`src/rtl/cpa8_seq_pkg.sv`:
```
// cpa8_seq_pkg: shared types and constants for the cpa8_seq_add sequencer.
//   state_t : sequencer states (IDLE, RUN, DONE)
//   SLICE_W : width of one adder slice (the shared cpa8 is SLICE_W bits wide)
package cpa8_seq_pkg;

  localparam int SLICE_W = 8;

  typedef enum logic [1:0] {
    IDLE = 2'd0,
    RUN  = 2'd1,
    DONE = 2'd2
  } state_t;

endpackage : cpa8_seq_pkg

```
`src/rtl/cpa8_seq_add_if.sv`:
```
// cpa8_seq_add_if: request/result bundle of the cpa8_seq_add sequencer.
//   Request side : start, sub, a, b (driven by master), ready (driven by slave)
//   Result side  : out_valid, sum, cout [, ovf] (driven by slave), out_ready (master)
//   Parameter    : WORDS = number of 8-bit slices, operand width 8*WORDS
//   Macro        : CPA8_SEQ_OVF_EN adds the signed-overflow flag ovf.
interface cpa8_seq_add_if
  import cpa8_seq_pkg::*;
#(
  parameter int WORDS = 4
);

  localparam int W = SLICE_W * WORDS;

  logic         start;
  logic         sub;
  logic [W-1:0] a;
  logic [W-1:0] b;
  logic         ready;
  logic         out_valid;
  logic         out_ready;
  logic [W-1:0] sum;
  logic         cout;
`ifdef CPA8_SEQ_OVF_EN
  logic         ovf;
`endif

  // Requesting datapath.
  modport master (
    output start, sub, a, b, out_ready,
    input  ready, out_valid, sum, cout
`ifdef CPA8_SEQ_OVF_EN
    , input ovf
`endif
  );

  // The sequencer itself.
  modport slave (
    input  start, sub, a, b, out_ready,
    output ready, out_valid, sum, cout
`ifdef CPA8_SEQ_OVF_EN
    , output ovf
`endif
  );

endinterface : cpa8_seq_add_if

```
`src/rtl/cpa8_seq_add_cpa8.sv`:
```
// cpa8: 8-bit combinational ripple-carry adder (the shared datapath adder).
//   num1, num2 : addends
//   cin        : carry in
//   out        : num1 + num2 + cin, low SLICE_W bits
//   cout       : carry out of the MSB
module cpa8
  import cpa8_seq_pkg::*;
(
  input  logic [SLICE_W-1:0] num1,
  input  logic [SLICE_W-1:0] num2,
  input  logic               cin,
  output logic [SLICE_W-1:0] out,
  output logic               cout
);

  logic [SLICE_W:0] carry;

  assign carry[0] = cin;

  for (genvar gi = 0; gi < SLICE_W; gi++) begin : g_fa
    assign out[gi]     = num1[gi] ^ num2[gi] ^ carry[gi];
    assign carry[gi+1] = (num1[gi] & num2[gi]) | (carry[gi] & (num1[gi] ^ num2[gi]));
  end

  assign cout = carry[SLICE_W];

endmodule : cpa8

```
`src/rtl/cpa8_seq_add.sv`:
```
// cpa8_seq_add: multi-precision add/subtract that reuses one cpa8 over WORDS
// cycles, chaining the carry through a register.
//   clk   : rising-edge clock
//   rst_n : asynchronous active-low reset
//   bus   : cpa8_seq_add_if.slave (start/sub/a/b/ready request,
//           out_valid/out_ready/sum/cout[/ovf] result)
//   WORDS : number of 8-bit slices (2..16)
//   Macro : CPA8_SEQ_OVF_EN enables the registered signed-overflow output ovf.
module cpa8_seq_add
  import cpa8_seq_pkg::*;
#(
  parameter int WORDS = 4
)
(
  input  logic         clk,
  input  logic         rst_n,
  cpa8_seq_add_if.slave bus
);

  localparam int W  = SLICE_W * WORDS;
  localparam int KW = $clog2(WORDS);
  localparam logic [KW-1:0] K_LAST = KW'(WORDS - 1);

  state_t        state_q, state_d;
  logic [W-1:0]  a_q, a_d;
  logic [W-1:0]  b_q, b_d;
  logic [W-1:0]  res_q, res_d;
  logic          c_q, c_d;
  logic [KW-1:0] k_q, k_d;
  logic          cout_q, cout_d;
`ifdef CPA8_SEQ_OVF_EN
  logic          ovf_q, ovf_d;
`endif

  // Slice views of the captured operands, selected by k.
  logic [SLICE_W-1:0] a_sl [WORDS];
  logic [SLICE_W-1:0] b_sl [WORDS];

  for (genvar gi = 0; gi < WORDS; gi++) begin : g_slice
    assign a_sl[gi] = a_q[gi*SLICE_W +: SLICE_W];
    assign b_sl[gi] = b_q[gi*SLICE_W +: SLICE_W];
  end

  logic [SLICE_W-1:0] add_a, add_b, add_sum;
  logic               add_cout;

  assign add_a = a_sl[k_q];
  assign add_b = b_sl[k_q];

  cpa8 u_cpa8 (
    .num1 (add_a),
    .num2 (add_b),
    .cin  (c_q),
    .out  (add_sum),
    .cout (add_cout)
  );

  always_comb begin
    state_d = state_q;
    a_d     = a_q;
    b_d     = b_q;
    res_d   = res_q;
    c_d     = c_q;
    k_d     = k_q;
    cout_d  = cout_q;
`ifdef CPA8_SEQ_OVF_EN
    ovf_d   = ovf_q;
`endif
    case (state_q)
      IDLE: begin
        if (bus.start) begin
          a_d     = bus.a;
          // Subtraction is A + ~B + 1: invert B once here, the +1 enters as cin of slice 0.
          b_d     = bus.sub ? ~bus.b : bus.b;
          c_d     = bus.sub;
          k_d     = '0;
          state_d = RUN;
        end
      end
      RUN: begin
        res_d[k_q*SLICE_W +: SLICE_W] = add_sum;
        c_d = add_cout;
        if (k_q == K_LAST) begin
          cout_d  = add_cout;
`ifdef CPA8_SEQ_OVF_EN
          // Operands with equal sign (after B inversion) whose sum flips sign.
          ovf_d   = (add_a[SLICE_W-1] ~^ add_b[SLICE_W-1]) & (add_sum[SLICE_W-1] ^ add_a[SLICE_W-1]);
`endif
          k_d     = '0;
          state_d = DONE;
        end else begin
          k_d = k_q + 1'b1;
        end
      end
      DONE: begin
        if (bus.out_ready) begin
          state_d = IDLE;
        end
      end
      default: state_d = IDLE;
    endcase
  end

  always_ff @(posedge clk or negedge rst_n) begin
    if (!rst_n) begin
      state_q <= IDLE;
      a_q     <= '0;
      b_q     <= '0;
      res_q   <= '0;
      c_q     <= 1'b0;
      k_q     <= '0;
      cout_q  <= 1'b0;
`ifdef CPA8_SEQ_OVF_EN
      ovf_q   <= 1'b0;
`endif
    end else begin
      state_q <= state_d;
      a_q     <= a_d;
      b_q     <= b_d;
      res_q   <= res_d;
      c_q     <= c_d;
      k_q     <= k_d;
      cout_q  <= cout_d;
`ifdef CPA8_SEQ_OVF_EN
      ovf_q   <= ovf_d;
`endif
    end
  end

  assign bus.ready     = (state_q == IDLE);
  assign bus.out_valid = (state_q == DONE);
  assign bus.sum       = res_q;
  assign bus.cout      = cout_q;
`ifdef CPA8_SEQ_OVF_EN
  assign bus.ovf       = ovf_q;
`endif

endmodule : cpa8_seq_add
```
`src/flat_wrapper.sv`:
```
// flat-port wrapper written by rule: the top's interface ports become plain ports
module cpa8_seq_add_flat import cpa8_seq_pkg::*;
#(
  parameter int WORDS = 4
)
  (clk, rst_n, bus_start, bus_sub, bus_a, bus_b, bus_out_ready, bus_ready, bus_out_valid, bus_sum, bus_cout);
  cpa8_seq_add_if #(.WORDS(WORDS)) bus_i ();
  input  logic clk;
  input  logic rst_n;
  input wire logic [$bits(bus_i.start)-1:0] bus_start;
  input wire logic [$bits(bus_i.sub)-1:0] bus_sub;
  input wire logic [$bits(bus_i.a)-1:0] bus_a;
  input wire logic [$bits(bus_i.b)-1:0] bus_b;
  input wire logic [$bits(bus_i.out_ready)-1:0] bus_out_ready;
  output wire logic [$bits(bus_i.ready)-1:0] bus_ready;
  output wire logic [$bits(bus_i.out_valid)-1:0] bus_out_valid;
  output wire logic [$bits(bus_i.sum)-1:0] bus_sum;
  output wire logic [$bits(bus_i.cout)-1:0] bus_cout;
  assign bus_i.start = bus_start;
  assign bus_i.sub = bus_sub;
  assign bus_i.a = bus_a;
  assign bus_i.b = bus_b;
  assign bus_i.out_ready = bus_out_ready;
  assign bus_ready = bus_i.ready;
  assign bus_out_valid = bus_i.out_valid;
  assign bus_sum = bus_i.sum;
  assign bus_cout = bus_i.cout;
  cpa8_seq_add #(.WORDS(WORDS)) u_core (.clk(clk), .rst_n(rst_n), .bus(bus_i));
endmodule
```
`config.mk`:
```
export PLATFORM = sky130hd
export DESIGN_NAME = cpa8_seq_add_flat
export DESIGN_NICKNAME = d
export VERILOG_FILES = /design/src/rtl/cpa8_seq_pkg.sv /design/src/rtl/cpa8_seq_add_if.sv /design/src/rtl/cpa8_seq_add_cpa8.sv /design/src/rtl/cpa8_seq_add.sv /design/src/flat_wrapper.sv
export SDC_FILE = /design/constraint.sdc
export NUM_CORES = 1
export LEC_CHECK = 0
export CAP_MARGIN = 20
export CORE_UTILIZATION = 53
export CTS_BUF_LIST = sky130_fd_sc_hd__clkbuf_2 sky130_fd_sc_hd__clkbuf_4 sky130_fd_sc_hd__clkbuf_8
export CTS_CLUSTER_SIZE = 16
export DETAILED_ROUTE_END_ITERATION = 8
export GPL_TIMING_DRIVEN = 0
export PLACE_DENSITY = 0.83
export SYNTH_ARGS = -nofsm -noshare
export SYNTH_HDL_FRONTEND = slang
export SYNTH_SLANG_ARGS = --single-unit
export TNS_END_PERCENT = 5
```
`constraint.sdc`:
```
create_clock -name clk -period 4.7 [get_ports clk]
set_input_delay 0.94 -clock clk [delete_from_list [all_inputs] [get_ports clk]]
set_output_delay 0.94 -clock clk [all_outputs]
set_load 0.01 [all_outputs]
```
# == Yosys cells after proc, flatten, opt, wreduce, memory -nomap -nowiden ==
# Cells that the tools add are included.
# word_totals
in_bits,69
ff_bits,102
wordCells,83
latchBits,0
n_memories,0
mem_bits_ro,0
mem_bits_rw,0
# classes
n_div,0
shifts,2
n_mul,0
bitwise,42
n_reduce_logical,6
muxes,17
eq_ne,6
add_sub_neg,2
order_cmp,1
# ops
cell,n
negation 5 -> 34 bit,1
variable shift 8 x 34 -> 32 bit (first input constant),1
variable part select 8 x 34 -> 32 bit,1
binary-select mux 8 bit (select 2 bit),2
bitwise mux 32 bit,1
two-way mux 32 bit,1
two-way mux 8 bit,4
inverter 32 bit,1
AND 1 bit,16
bitwise XOR 1 bit,16
two-way mux 2 bit,5
bitwise OR 1 bit,8
case mux 2 bit (3 select lines),1
AND reduction 2 bit,3
== test 2 bit (second input constant),2
!= test 2 bit (second input constant),2
case mux 2 bit (2 select lines),1
>= comparator 3 bit (second input constant),1
inverter 2 -> 3 bit,1
AND reduction 3 bit,1
adder 2 x 1 -> 2 bit (second input constant),1
== test 2 x 1 -> 1 bit (second input constant),1
zero test 2 bit,1
!= test 2 x 1 -> 1 bit (second input constant),1
other kinds (3),3

# == Longest topological paths before layout ==
# Gate-level depths: netlist of the first run.
# logic_depth
depth_word,22
depth_mapped,14

# == Cells and area by module ==
# Synthesis of the first run repeated with hierarchy kept, for this count alone.
# hier_totals
hier_cells,381
area_unflattened_um2,5276.3
# modules_own_cells
module,area_per_inst_um2,seq_area_each_um2,instances,cells_each
cpa8_seq_add,5078.6,2552.4,1,363
cpa8,197.7,0.0,1,18

# == Least setup slack after synthesis of the first run ==
# No wires, ideal clock.
# synth_path
path_type,reg-to-reg
startpoint,reg u_core.k_q[0]
endpoint,"reg u_core.res_q[15], in the netlist u_core.bus.sum[15]"
arrival_ns,3.749
setup_slack_ns,0.869
n_path_buf,1
t_required_ns,4.617
stages_incl_launch_ff,15
cell_sequence,dfrtp_1 buf_6 mux4_2 inv_1 fa_1 fa_1 fa_1 fa_1 inv_1 fa_1 fa_1 fa_1 fa_1 nand3_1 o21ai_0
# synth_via
elab_chain_cells,22
# synth_lines
item,line,text
start: declaration,cpa8_seq_add.sv:29,"logic [KW-1:0] k_q, k_d;"
start signal: assignment,cpa8_seq_add.sv:122,k_q <= k_d;
inverter 2 -> 3 bit (not written as such),"cpa8_seq_add.sv:47, cpa8_seq_add.sv:48",
"binary-select mux 8 bit (select 2 bit), on equally long branches","cpa8_seq_add.sv:47, cpa8_seq_add.sv:48",
"two-way mux 8 bit, on equally long branches (2 in series)","cpa8_seq_add.sv:47, cpa8_seq_add.sv:48",
bitwise XOR 1 bit,"cpa8_seq_add_cpa8.sv:21, cpa8_seq_add_cpa8.sv:22",
AND 1 bit,cpa8_seq_add_cpa8.sv:22,assign carry[gi+1] = (num1[gi] & num2[gi]) | (carry[gi] & (num1[gi] ^ num2[gi]));
bitwise OR 1 bit,cpa8_seq_add_cpa8.sv:22,
AND 1 bit,cpa8_seq_add_cpa8.sv:22,
bitwise OR 1 bit,cpa8_seq_add_cpa8.sv:22,
(+5 left out),-,
bitwise OR 1 bit,cpa8_seq_add_cpa8.sv:22,
AND 1 bit,cpa8_seq_add_cpa8.sv:22,
bitwise OR 1 bit,cpa8_seq_add_cpa8.sv:22,
AND 1 bit,cpa8_seq_add_cpa8.sv:22,
bitwise OR 1 bit,cpa8_seq_add_cpa8.sv:22,
bitwise XOR 1 bit,cpa8_seq_add_cpa8.sv:21,assign out[gi] = num1[gi] ^ num2[gi] ^ carry[gi];
variable part select 8 x 34 -> 32 bit,cpa8_seq_add.sv:81,res_d[k_q*SLICE_W +: SLICE_W] = add_sum;
bitwise mux 32 bit *,cpa8_seq_add.sv:81,
end signal: assignment,cpa8_seq_add.sv:120,res_q <= res_d;
end: declaration,cpa8_seq_add.sv:27,"logic [W-1:0] res_q, res_d;"
# Every way passes the cells marked *; elsewhere a longest branch is shown, timed or not. The select of a mux whose other input is x is not followed.
# A chain may end at the register's enable or synchronous reset.

# == Worst setup path in the final report of the first run ==
# Ends and elaborated chain as after synthesis.

==> results.md, run 1 <==
Run status:
- The run finished, with violations left.
- The final reports fail on DRC.

Pwr:
- The power density of the placed cells is about 700 nW/um^2.
- The share of power burned in combinational logic is between 50 and 60%.
- IR analysis of the VDD net gives a maximum drop of approximately 0.42 mV.
- The analysis attributes to cell leakage a power of 2.59 nW.
- The sequential fraction of design power is 33.0%.
- The switching power total is 0.00185 W.
- The net switching share of the total power is 41.4%.
- The clock network power share is 12.2%.
- Cell internal power was estimated by the tool at 0.00262 W.

Logic synthesis:
- The number of enable flip-flop cells after synthesis is 0.
- The synthesized netlist net count is 495.
- Sequential elements use 51.8% of the synthesized area.
- The async set-reset flop share out of synthesis is 100%.
- The main flop type after synthesis is dfrtp_1.
- Counting every instance in the synthesized netlist gives between 400 and 500.
- Each instance of the synthesized netlist takes up on average 12.0 um^2.
- The number of different library cells in the post-synthesis netlist is 29.
- The synthesized netlist occupies a cell area of roughly 4900 um^2.
- Synthesis inferred 102 register bits.
- Yosys printed 0 warnings.

Flow run:
- Max-cap violations in this run came to 0.

Global route:
- The fraction of met2 tracks used by global routing is roughly 45%.
- The first global-routing pass estimated 18,800 um of wire.
- The initial antenna violation count is 0.
- The layer with the highest usage is met2.
- The aggregate global-route resource usage is 25.3%.
- The maximum number of pins on one net before global-route repair is 62.
- The routing usage on met3 is 3.22%.
- The via count of the first global-routing pass is 3,763.
- The met1 track utilization from global routing is 32.3%.
- The residual overflow from global routing is 0.

Cells and area:
- Across the whole layout, storage elements account for 2550 um^2.
- The final layout net count is 609.
- The area growth from synthesis to layout is 27.9%.
- The number of diodes added for antenna fixing is 0.
- The multi-input combinational cells in the finished layout cover a total of 2160 um^2.
- The post-route netlist has 20.2% of its cells at a drive strength greater than 1.
- The fill cell instance count of the final layout is ~670.

Floorplan:
- Once the floorplan was initialized, standard cells occupied 55.7% of the core.
- The die outline height is 98.4 um.
- 104 I/O pins were placed.
- After floorplanning, the core was sized to cover approximately 8800 um^2.
- The number of placement rows is 34.
- The floorplan step defined a die boundary enclosing 9680 um^2.
- The x dimension of the die is approximately 98 um.

Routing:
- Wires add up to ~11,000 um.
- The detailed-route wire length per cell is 17.5 um.
- The detail-routed via count per cell is ~5.5.
- After detailed routing, the number of remaining DRC violations is 7.
- The total vias in the final route is 3,540.
- The remaining antenna violation count after routing is 0.
- The first detailed-routing pass ran for 7 iterations.
- The number of DRC markers in iteration 0 is 151.

Setup path:
- The kind of cell adding the most delay to the critical path is adder cells.
- Counting both buffers and inverters, the worst setup path holds a total of 3.
- The launching element type of the critical path is a flip-flop.
- By startpoint and endpoint, the worst setup path is classified as reg -> reg.
- The largest fanout on the critical path is 10.
- Traced cell by cell, the critical path runs through buf_6 -> mux4_2 -> inv_1 -> fa_1 -> fa_1 -> fa_1 -> fa_1 -> inv_1 -> fa_1 -> fa_1 -> fa_1 -> fa_1 -> nand3_1 -> o21ai_0.
- By instance count, the cell type seen most on the critical path is fa_1.
- The worst setup path is captured at a flip-flop.
- The slowest cell on the critical path is fa_1.
- The worst stage delay on the critical path is 640 ps.
- The data arrival at the endpoint of the critical path is 4560 ps.
- The required time at the worst-slack endpoint is 4990 ps.

CTS:
- The number of buffers created by CTS is 9.
- At the later pin of the worst-skew pair, clock insertion delay measures 370 ps.
- The count of hold-fix buffers inserted at cts is 0.
- The worst-case clock buffer depth is 2.
- The clock input transition at the sequential cells of the worst setup and hold paths is 100 ps.
- Clock tree synthesis selected as its root buffer the cell clkbuf_8.
- The post-cts resize count is 0.
- The number of H-tree levels is 3.
- After clock tree synthesis, the setup repair step added 0 buffers.
- TritonCTS built the clock tree.
- The clock drives 102 sinks.

Placement:
- The post-DP HPWL is approximately 8500 um.
- Input and output buffers added on the ports amount to 102.
- The congestion estimate from routability-driven global placement came to 0.826.
- The worst slack at placement is 444 ps.

STA:
- The number of pins exceeding their max-slew limit in the final report is 0.
- In the post-route analysis, the smallest setup slack over all paths is 427 ps.
- The top achievable clock speed is 234 MHz.
- The final worst hold slack is 492 ps.
- The share of the cycle needed by the critical path after routing is 90.9%.
- The final setup violation count is 0.
- Measured against its own limit, the worst slew margin works out to 63.5%.
- Setup repair after global routing left no endpoint under its margin.
- At the pin with the least slew margin, the transition time is 548 ps.
- The clock period minus final worst setup slack is 4270 ps.
- The largest clock skew in the final design is 13.0 ps.
- The count of endpoints failing hold in the final timing report is 0.

Worst hold path:
- The class of the tightest hold or removal check is reg -> reg.
==> cells in the mapped netlist (2+ instances only) <==
library cell  instances  area share (%)
inv_1                13            0.99
ha_1                  6             1.5
nor2_1               36             2.7
nand3_1               4            0.41
dfrtp_1             102              52
o21ai_1               5            0.51
mux4_2               16             7.3
xnor2_1              32             5.7
mux2_2               33             7.5
buf_6                 3            0.69
buf_4                 6            0.91
nor3b_2               3            0.76
nand2_1              52             4.0
nand3b_1              3            0.46
and2b_1               2            0.30
a21oi_2               8             1.4
o31ai_1              16             2.4
o21ai_0              14             1.4
buf_2                16             1.6
fa_1                  8             3.3
a21oi_1              26             2.6
==> cell type report <==
| class | instances | area share, % |
|---|---|---|
| buffer | 25 | 2.52 |
| inverter | 14 | 0.834 |
| sequential | 102 | 40.5 |
| timing repair buffer | 103 | 16.6 |
| clock inverter | 5 | 0.636 |
| clock buffer | 11 | 2.40 |
| tap | 108 | 2.15 |
| multi-input combinational | 271 | 34.3 |
==> routing by layer <==
| metal | wire length, um | part of all wire [%] |
|---|---|---|
| met4 | 172 | 1.5 |
| met1 | 4640 | 41 |
| met5 | 0 | 0 |
| met2 | 5860 | 52 |
| met3 | 534 | 4.8 |
==> worst paths after layout <==
path / startpoint / endpoint / slack [ps] / cells past startpoint
worst max-delay path: u_core.k_q[0] / u_core.bus.sum[15] / 430 / 14
worst min-delay path: u_core.bus.sum[5] / u_core.bus.sum[5] / 490 / 2
worst max register to register: u_core.k_q[0] / u_core.bus.sum[15] / 430 / 14
worst min register to register: u_core.bus.sum[5] / u_core.bus.sum[5] / 490 / 2
max in group asynchronous: rst_n / u_core.state_q[0] / 3470 / 2
min in group asynchronous: rst_n / u_core.a_q[2] / 540 / 1
==> registers in the layout, summed over array words and instances (netlist names) <==
name             flops
u_core.k_q           2
u_core.a_q          32
u_core.bus.sum      32
u_core.c_q           1
u_core.b_q          32
u_core.bus.cout      1
u_core.state_q       2
==> power groups by stage <==
stage               clock, W  sequential, W  combinational (W)
floorplan                  0        0.00145            0.00158
global route        0.000582        0.00152            0.00265
finish              0.000543        0.00147            0.00245
detailed placement         0        0.00149            0.00245
CTS                 0.000544        0.00147            0.00246
global placement           0        0.00146            0.00238
==> per-stage QoR <==
step | setup TNS (ps) | utilization [%] | total power [W] | area [um^2] | cells
floorplan | 0 | - | 0.00303 | 4930 | 412
global placement | -97080 | 68.7 | 0.00384 | 6080 | 622
detailed placement | 0 | 69.0 | 0.00394 | 6110 | 623
CTS | 0 | 71.2 | 0.00447 | 6300 | 639
global route | 0 | 71.2 | 0.00475 | 6300 | 639
finish | 0 | 71.2 | 0.00447 | 6300 | 639
==> worst reg2reg max path, delay by kind of cell, from the launching register on <==
| kind | cells | cell delay, ps |
|---|---|---|
| flops | 1 | 430 |
| simple gates | 1 | 120 |
| buf+inv | 3 | 360 |
| fa+ha+maj | 8 | 2610 |
| compound gates | 1 | 160 |
| mux | 1 | 550 |
==> layout by cell type (no fill, tap or decap), types with 2 or more instances in the layout <==
master           count
mux2_2              33
buf_4                7
nand3b_1             3
mux4_2              16
nor2_1              36
and2b_1              2
fa_1                 8
clkdlybuf4s50_1    101
nor3b_2              3
ha_1                 6
buf_2               16
nand2_1             52
dfrtp_1            102
inv_6                3
inv_1               13
nand3_1              4
o31ai_1             16
a21oi_1             26
a21oi_2              8
xnor2_1             32
buf_6                3
clkbuf_8            11
o21ai_1              5
o21ai_0             14
==> logic make-up after synthesis <==
family,count (synthesis),synth area share (%)
xor gates and xnor gates,32,5.69
AOI/OAI and AO/OA,71,8.76
adders and majority gates,14,4.78
buffers and inverters,39,4.29
DFF,102,51.8
and+or+nand+nor,105,9.80
muxes,49,14.9
Note: power is estimated with default switching activity, not from simulation.
==> run 2, diff against run 1 <==
--- a/config.mk
+++ b/config.mk
@@ -6,11 +6,13 @@
 export NUM_CORES = 1
 export LEC_CHECK = 0
 export CAP_MARGIN = 20
+export CORE_MARGIN = 3
 export CORE_UTILIZATION = 53
 export CTS_BUF_LIST = sky130_fd_sc_hd__clkbuf_2 sky130_fd_sc_hd__clkbuf_4 sky130_fd_sc_hd__clkbuf_8
 export CTS_CLUSTER_SIZE = 16
 export DETAILED_ROUTE_END_ITERATION = 8
 export GPL_TIMING_DRIVEN = 0
+export MAX_ROUTING_LAYER = met4
 export PLACE_DENSITY = 0.83
 export SYNTH_ARGS = -nofsm -noshare
 export SYNTH_HDL_FRONTEND = slang
==> run 2 against run 1 <==
  * The run now ends clean
  * Combinational power barely moved
  * Total power rose by 0.51%
  * Clock-buffer cell count did not move
  * Clock skew rose by 0.64 ps
  * Hold slack got worse by 4.5 ps
  * Via count fell by 1.7%
  * Routed wire length fell by 0.98%
  * Clock power rose by 5.0%
  * Setup slack got worse by 38 ps
==> results.md, run 2 (synthesis gave the netlist of run 1 again) <==
Pwr:
- The static leakage is 2.59 nW (about the same).
- The post-layout total power is 0.00449 W (was 0.00447 W).
- The peak supply drop is 0.459 mV (was 0.422 mV).
- The sequential fraction of design power is 32.8% (was 33.0%).
- The internal power summed over all cells is 0.00266 W (was 0.00262 W).
- The switching power total is 0.00182 W (was 0.00185 W).
- The power density of the placed cells is 711 nW/um^2 (was 709 nW/um^2).
- The net switching share of the total power is 40.6% (was 41.4%).
- The share of power burned in combinational logic is 54.5% (was 54.8%).
- The clock network power share is 12.7% (was 12.2%).

Global route:
- The aggregate global-route resource usage is 23.3% (was 25.3%).
- The maximum number of pins on one net before global-route repair came to 61 (was 62).
- The initial antenna violation count came to 0 (unchanged).
- The first-pass GRT wire length is 18,000 um (was 18,800 um).
- The residual overflow from global routing is 0 (unchanged).
- The via count of the first global-routing pass was 3,624 (was 3,763).

Cells and area:
- The final layout net count came to 609 (unchanged).
- The fill cell instance count of the final layout is 651 (was 671).
- The commonest non-fill, non-tap cell in the layout is dfrtp_1 (unchanged).
- The area taken by multi-input logic gates came to 2160 um^2 (unchanged).
- The post-route cell area came to 6310 um^2 (was 6300 um^2).
- Top library cells by usage in the layout, fill and taps aside: dfrtp_1, clkdlybuf4s50_1, nand2_1, nor2_1, mux2_2 (unchanged).
- The number of diodes added for antenna fixing came to 0 (unchanged).
- The utilization after layout is 71.0% (was 71.2%).
- The sequential cell area in the final layout is 2550 um^2 (unchanged).
- The share of final-layout standard cells stronger than drive strength 1 came to 20.2% (unchanged).
- The area growth from synthesis to layout is 28.2% (was 27.9%).

STA:
- The final setup violation count is 0 (unchanged).
- The clock period minus final worst setup slack is 4310 ps (was 4270 ps).
- The largest clock skew in the final design is 13.7 ps (was 13.0 ps).
- The setup slack of the critical path after layout is 389 ps (was 427 ps).
- The headroom to the max-slew limit is 62.5% (was 63.5%).
- The top achievable clock speed came to 232 MHz (was 234 MHz).
- The number of pins exceeding their max-slew limit in the final report is 0 (unchanged).
- The share of the cycle needed by the critical path after routing was 91.7% (was 90.9%).
- RSZ-0062 raised after global routing: no (unchanged).
- The count of endpoints failing hold in the final timing report is 0 (unchanged).
- The actual slew at the worst max-slew pin was 563 ps (was 548 ps).

Routing:
- The routed wire length was 11,100 um (was 11,200 um).
- The detailed-route wire length per cell is 17.4 um (was 17.5 um).
- The post-route DRC violation count is 0 (was 7).
- The number of DRC markers in iteration 0 came to 119 (was 151).
- The total vias in the final route is 3,481 (was 3,540).
- The detail-routed via count per cell is 5.45 (was 5.54).
- The remaining antenna violation count after routing is 0 (unchanged).
- The number of detailed-routing iterations run before antenna repair came to 4 (was 7).

Floorplan:
- The number of placed I/O pins is 104 (unchanged).
- The x dimension of the die was 102 um (was 98.4 um).
- The die outline height came to 102 um (was 98.4 um).
- The initial cell density of the core is 55.4% (was 55.7%).
- The number of placement rows is 34 (unchanged).
- The floorplan core area was 8890 um^2 (was 8850 um^2).
- The overall die area is 10,500 um^2 (was 9680 um^2).

CTS:
- The CTS tree was yes (unchanged).
- The cell at the root of the clock tree was clkbuf_8 (unchanged).
- The post-cts resize count is 0 (unchanged).
- The clock latency reported for the late side of the worst-skew pair is 360 ps (was 370 ps).
- The post-CTS setup buffer count was 0 (unchanged).
- The number of H-tree levels is 3 (unchanged).
- The count of hold-fix buffers inserted at cts is 0 (unchanged).
- The worst-case clock buffer depth is 2 (unchanged).
- The number of sinks driven by the clock tree was 102 (unchanged).
- The number of buffers created by CTS is 9 (unchanged).
- The clock input transition at the sequential cells of the worst setup and hold paths is 100 ps (about the same).

Setup path:
- The kind of end point of the critical path is a flip-flop (unchanged).
- The largest fanout on the critical path was 10 (unchanged).
- The start-to-end type of the worst setup path is reg -> reg (unchanged).
- The launching element type of the critical path is a flip-flop (unchanged).
- The required time at the worst-slack endpoint was 4980 ps (was 4990 ps).
- The worst-case register-to-register setup slack came to 390 ps (was 430 ps).
- The data arrival at the endpoint of the critical path is 4590 ps (was 4560 ps).

Flow run:
- The number of maximum-capacitance constraint violations is 0 (unchanged).

Placement:
- The cell area after placement was 6110 um^2 (unchanged).
- The post-DP HPWL is 8680 um (was 8480 um).
- The placer congestion estimate is 0.846 (was 0.826).
- The number of port buffers is 102 (unchanged).
- The worst slack at placement was 430 ps (was 444 ps).

Run status:
- Result of the run: finished, final reports clean (was complete, but fails checks).

Worst hold path:
- The class of the tightest hold or removal check is reg -> reg (unchanged).
==> run 2: cell types whose count changed in the layout (fill, tap and decap cells not counted) <==
cell | previous run | this run
bufinv_16 | 0 | 1
clkinv_2 | 1 | 2
clkinvlp_4 | 0 | 1
inv_6 | 3 | 1
clkinv_4 | 1 | 0
==> run 2: worst max-delay path, cell delays in order, from the launching register on <==
cell     delay, ps
dfrtp_1        440
buf_6          210
mux4_2         550
inv_1          110
fa_1           200
fa_1           210
fa_1           190
fa_1           180
inv_1           50
fa_1           380
fa_1           420
fa_1           390
fa_1           610
nand3_1        120
o21ai_0        170
==> run 2: final cells by class <==
type,instances,share of cell area (%)
inverters,14,0.832
repair buffers,103,16.6
flip-flops and latches,102,40.4
plain buffers,25,2.52
well taps,108,2.14
multi-input cells,271,34.2
clock inverters,5,0.892
clock buffers,11,2.40
==> run 2: worst paths after layout <==
kind                                   start                  to  cells after the start
max in group asynchronous              rst_n       u_core.b_q[7]                      2
min in group asynchronous              rst_n       u_core.a_q[5]                      1
max reg2reg                    u_core.k_q[0]  u_core.bus.sum[15]                     14
min reg2reg                u_core.bus.sum[1]   u_core.bus.sum[1]                      2
min                        u_core.bus.sum[1]   u_core.bus.sum[1]                      2
max                            u_core.k_q[0]  u_core.bus.sum[15]                     14
==> run 2: per-layer routing <==
| metal | track usage [%] | wire length (um) | up-vias |
|---|---|---|---|
| met5 | - | 0 | - |
| met4 | 6.26 | 121 | 0 |
| met3 | 2.94 | 465 | 11 |
| met2 | 40.3 | 5900 | 106 |
| met1 | 29.2 | 4600 | 1735 |
| li1 | - | - | 1629 |
==> run 2: power groups by stage <==
stage	registers [W]	clock network (W)	logic, W
after floorplan	0.00145	0	0.00158
after global placement	0.00146	0	0.00236
after detailed placement	0.00149	0	0.00245
after CTS	0.00147	0.000577	0.00246
after global routing	0.00152	0.000615	0.00266
final	0.00147	0.000570	0.00244
==> run 2: stage by stage <==
stage | TNS [ps] | hold WS, ps | instances
final | 0 | 488 | 639
after global routing | 0 | 507 | 639
after CTS | 0 | 488 | 639
after detailed placement | 0 | 467 | 623
after global placement | -93030 | 462 | 622
after floorplan | 0 | 475 | 412
==> run 3, diff against run 2 <==
--- a/config.mk
+++ b/config.mk
@@ -6,7 +6,7 @@
 export NUM_CORES = 1
 export LEC_CHECK = 0
 export CAP_MARGIN = 20
-export CORE_MARGIN = 3
+export CORE_MARGIN = 2
 export CORE_UTILIZATION = 53
 export CTS_BUF_LIST = sky130_fd_sc_hd__clkbuf_2 sky130_fd_sc_hd__clkbuf_4 sky130_fd_sc_hd__clkbuf_8
 export CTS_CLUSTER_SIZE = 16
@@ -14,6 +14,7 @@
 export GPL_TIMING_DRIVEN = 0
 export MAX_ROUTING_LAYER = met4
 export PLACE_DENSITY = 0.83
+export SLEW_MARGIN = 20
 export SYNTH_ARGS = -nofsm -noshare
 export SYNTH_HDL_FRONTEND = slang
 export SYNTH_SLANG_ARGS = --single-unit
==> run 3 against run 2 <==
  * Cell area up 0.44%
  * Sequential power about the same
  * Clock-buffer cell count unchanged
  * Setup slack better by 110 ps
  * Hold slack worse by 34 ps
  * Sequential cell count unchanged
  * Global-route usage up 2.7 points
  * Largest cell class unchanged
  * Highest routed layer unchanged
==> results.md, run 3 (synthesis gave the netlist of run 1 again) <==
STA:
- The final worst hold slack is 454 ps (was 488 ps).
- The setup slack of the critical path after layout is 501 ps (was 389 ps).
- The number of pins exceeding their max-slew limit in the final report is 0 (unchanged).
- The setup TNS after final layout is 0 ps (unchanged).
- The clock period minus final worst setup slack came to 4200 ps (was 4310 ps).
- The top achievable clock speed came to 238 MHz (was 232 MHz).
- The share of the cycle needed by the critical path after routing came to 89.3% (was 91.7%).
- The actual slew at the worst max-slew pin is 376 ps (was 563 ps).
- The headroom to the max-slew limit was 74.9% (was 62.5%).
- The largest clock skew in the final design is 10.8 ps (was 13.7 ps).
- The final setup violation count came to 0 (unchanged).
- The count of endpoints failing hold in the final timing report was 0 (unchanged).
- RSZ-0062 raised after global routing: no (unchanged).

Flow run:
- The number of maximum-capacitance constraint violations is 0 (unchanged).

CTS:
- The number of sinks driven by the clock tree was 102 (unchanged).
- The count of hold-fix buffers inserted at cts is 0 (unchanged).
- The worst-case clock buffer depth is 2 (unchanged).
- The CTS tree is yes (unchanged).
- The post-cts resize count came to 0 (unchanged).
- The clock input transition at the sequential cells of the worst setup and hold paths is 100 ps (about the same).
- The post-CTS setup buffer count was 0 (unchanged).
- The number of buffers created by CTS was 9 (unchanged).
- The clock latency reported for the late side of the worst-skew pair is 380 ps (was 360 ps).
- The number of H-tree levels is 3 (unchanged).
- The cell at the root of the clock tree is clkbuf_8 (unchanged).

Cells and area:
- Top library cells by usage in the layout, fill and taps aside: dfrtp_1, clkdlybuf4s50_1, nand2_1, nor2_1, mux2_2 (unchanged).
- The commonest non-fill, non-tap cell in the layout is dfrtp_1 (unchanged).
- The utilization after layout is 69.6% (was 71.0%).
- The area growth from synthesis to layout came to 28.8% (was 28.2%).
- The final layout net count was 609 (unchanged).
- The share of final-layout standard cells stronger than drive strength 1 came to 20.2% (unchanged).
- The number of diodes added for antenna fixing is 0 (unchanged).
- The fill cell instance count of the final layout was 661 (was 651).

Placement:
- The placer congestion estimate is 0.879 (was 0.846).
- The post-DP HPWL is 8610 um (was 8680 um).
- The number of port buffers came to 102 (unchanged).
- The worst slack at placement is 500 ps (was 430 ps).

Setup path:
- The largest fanout on the critical path came to 10 (unchanged).
- The kind of end point of the critical path is a flip-flop (unchanged).
- The required time at the worst-slack endpoint is 5010 ps (was 4980 ps).
- The data arrival at the endpoint of the critical path came to 4510 ps (was 4590 ps).
- The slowest cell on the critical path is fa_1 (unchanged).
- The origin of the critical flop-to-flop path was u_core.k_q[0] (unchanged).
- Critical path, cell by cell: buf_6 -> mux4_2 -> inv_1 -> fa_1 -> fa_1 -> fa_1 -> fa_1 -> inv_1 -> fa_1 -> fa_1 -> fa_1 -> fa_1 -> nand3_1 -> o21ai_0 (unchanged).
- The worst-case register-to-register setup slack is 500 ps (was 390 ps).
- The worst stage delay on the critical path is 610 ps (about the same).
- The start-to-end type of the worst setup path is reg -> reg (unchanged).
- The launching element type of the critical path is a flip-flop (unchanged).
- The startpoint of the worst setup timing path is u_core.k_q[0] (unchanged).
- The cell seen most often among critical-path stages was fa_1 (unchanged).

Run status:
- Result of the run: finished, final reports clean (unchanged).

Pwr:
- The post-layout total power is 0.00457 W (was 0.00449 W).
- The net switching share of the total power is 40.7% (was 40.6%).
- The share of power burned in combinational logic is 54.0% (was 54.5%).
- The clock network power share came to 13.7% (was 12.7%).
- The switching power total came to 0.00186 W (was 0.00182 W).
- The peak supply drop is 0.488 mV (was 0.459 mV).
- The power density of the placed cells is 720 nW/um^2 (was 711 nW/um^2).
- The internal power summed over all cells is 0.00271 W (was 0.00266 W).
- The static leakage is 2.60 nW (was 2.59 nW).
- The sequential fraction of design power is 32.3% (was 32.8%).

Floorplan:
- The initial cell density of the core came to 54.1% (was 55.4%).
- The number of placement rows came to 35 (was 34).
- The die outline height is 100 um (was 102 um).
- The floorplan core area came to 9110 um^2 (was 8890 um^2).
- The number of placed I/O pins came to 104 (unchanged).
- The x dimension of the die is 100 um (was 102 um).
- The overall die area is 10,100 um^2 (was 10,500 um^2).

Routing:
- The number of detailed-routing iterations run before antenna repair is 4 (unchanged).
- The detail-routed via count per cell was 5.51 (was 5.45).
- The number of DRC markers in iteration 0 is 132 (was 119).
- The detailed-route wire length per cell is 17.7 um (was 17.4 um).
- The remaining antenna violation count after routing is 0 (unchanged).
- The routed wire length was 11,400 um (was 11,100 um).
- The post-route DRC violation count is 0 (unchanged).
- The total vias in the final route is 3,540 (was 3,481).

Global route:
- The initial antenna violation count came to 0 (unchanged).
- The aggregate global-route resource usage is 26.0% (was 23.3%).
- The via count of the first global-routing pass is 3,866 (was 3,624).
- The first-pass GRT wire length is 19,300 um (was 18,000 um).
- The residual overflow from global routing came to 0 (unchanged).
- The maximum number of pins on one net before global-route repair is 65 (was 61).

Worst hold path:
- The class of the tightest hold or removal check is in -> async (was reg -> reg).
-- run 3: changes by cell type in the layout (fill, tap and decap cells not counted), sizes merged --
cell      change
clkinv        -2
clkinvlp      +2
bufinv        +1
inv           -1
-- run 3: cell type report --
class | count | area (um^2) | area share, %
Inverter | 14 | 52.6 | 0.829
Buffer | 25 | 159 | 2.51
Clock buffer | 11 | 145 | 2.29
Clock inverter | 5 | 82.6 | 1.30
Sequential cell | 102 | 2550 | 40.2
Timing Repair Buffer | 103 | 1050 | 16.6
Multi-Input combinational cell | 271 | 2160 | 34.1
Tap cell | 111 | 139 | 2.19
-- run 3: final timing paths --
path                                      endpoint  cells after the start
worst max-delay path            u_core.bus.sum[15]                     14
worst min-delay path                 u_core.a_q[6]                      1
worst max register to register  u_core.bus.sum[15]                     14
worst min register to register  u_core.bus.sum[22]                      2
max in group asynchronous            u_core.b_q[2]                      2
min in group clk                u_core.bus.sum[22]                      2
-- run 3: per-layer routing --
layer | track usage (%) | routed length [um]
met2 | 43.5 | 5860
met1 | 32.1 | 4650
met4 | 10.5 | 252
met3 | 3.83 | 600
met5 | - | 0
-- run 3: per-stage QoR --
step | std cells | area [um^2]
after CTS | 642 | 6340
after detailed placement | 626 | 6110
final | 642 | 6340
after floorplan | 412 | 4930
after global routing | 642 | 6340
after global placement | 625 | 6090
-- run 3: worst max-delay path, delay by kind of cell, from the launching register on --
family,cells,cell delay [ps]
AOI/OAI and AO/OA,1,170
and+or+nand+nor,1,110
adders and majority gates,8,2550
muxes,1,520
DFF,1,420
buffers and inverters,3,350
-- run 3: power by group through the flow --
stage	logic (W)	registers, W	clock network (W)
6_report	0.00247	0.00147	0.000627
5_1_grt	0.00270	0.00152	0.000668
4_1_cts	0.00248	0.00148	0.000630
3_5_place_dp	0.00246	0.00150	0
3_3_place_gp	0.00239	0.00146	0
2_1_floorplan	0.00158	0.00145	0
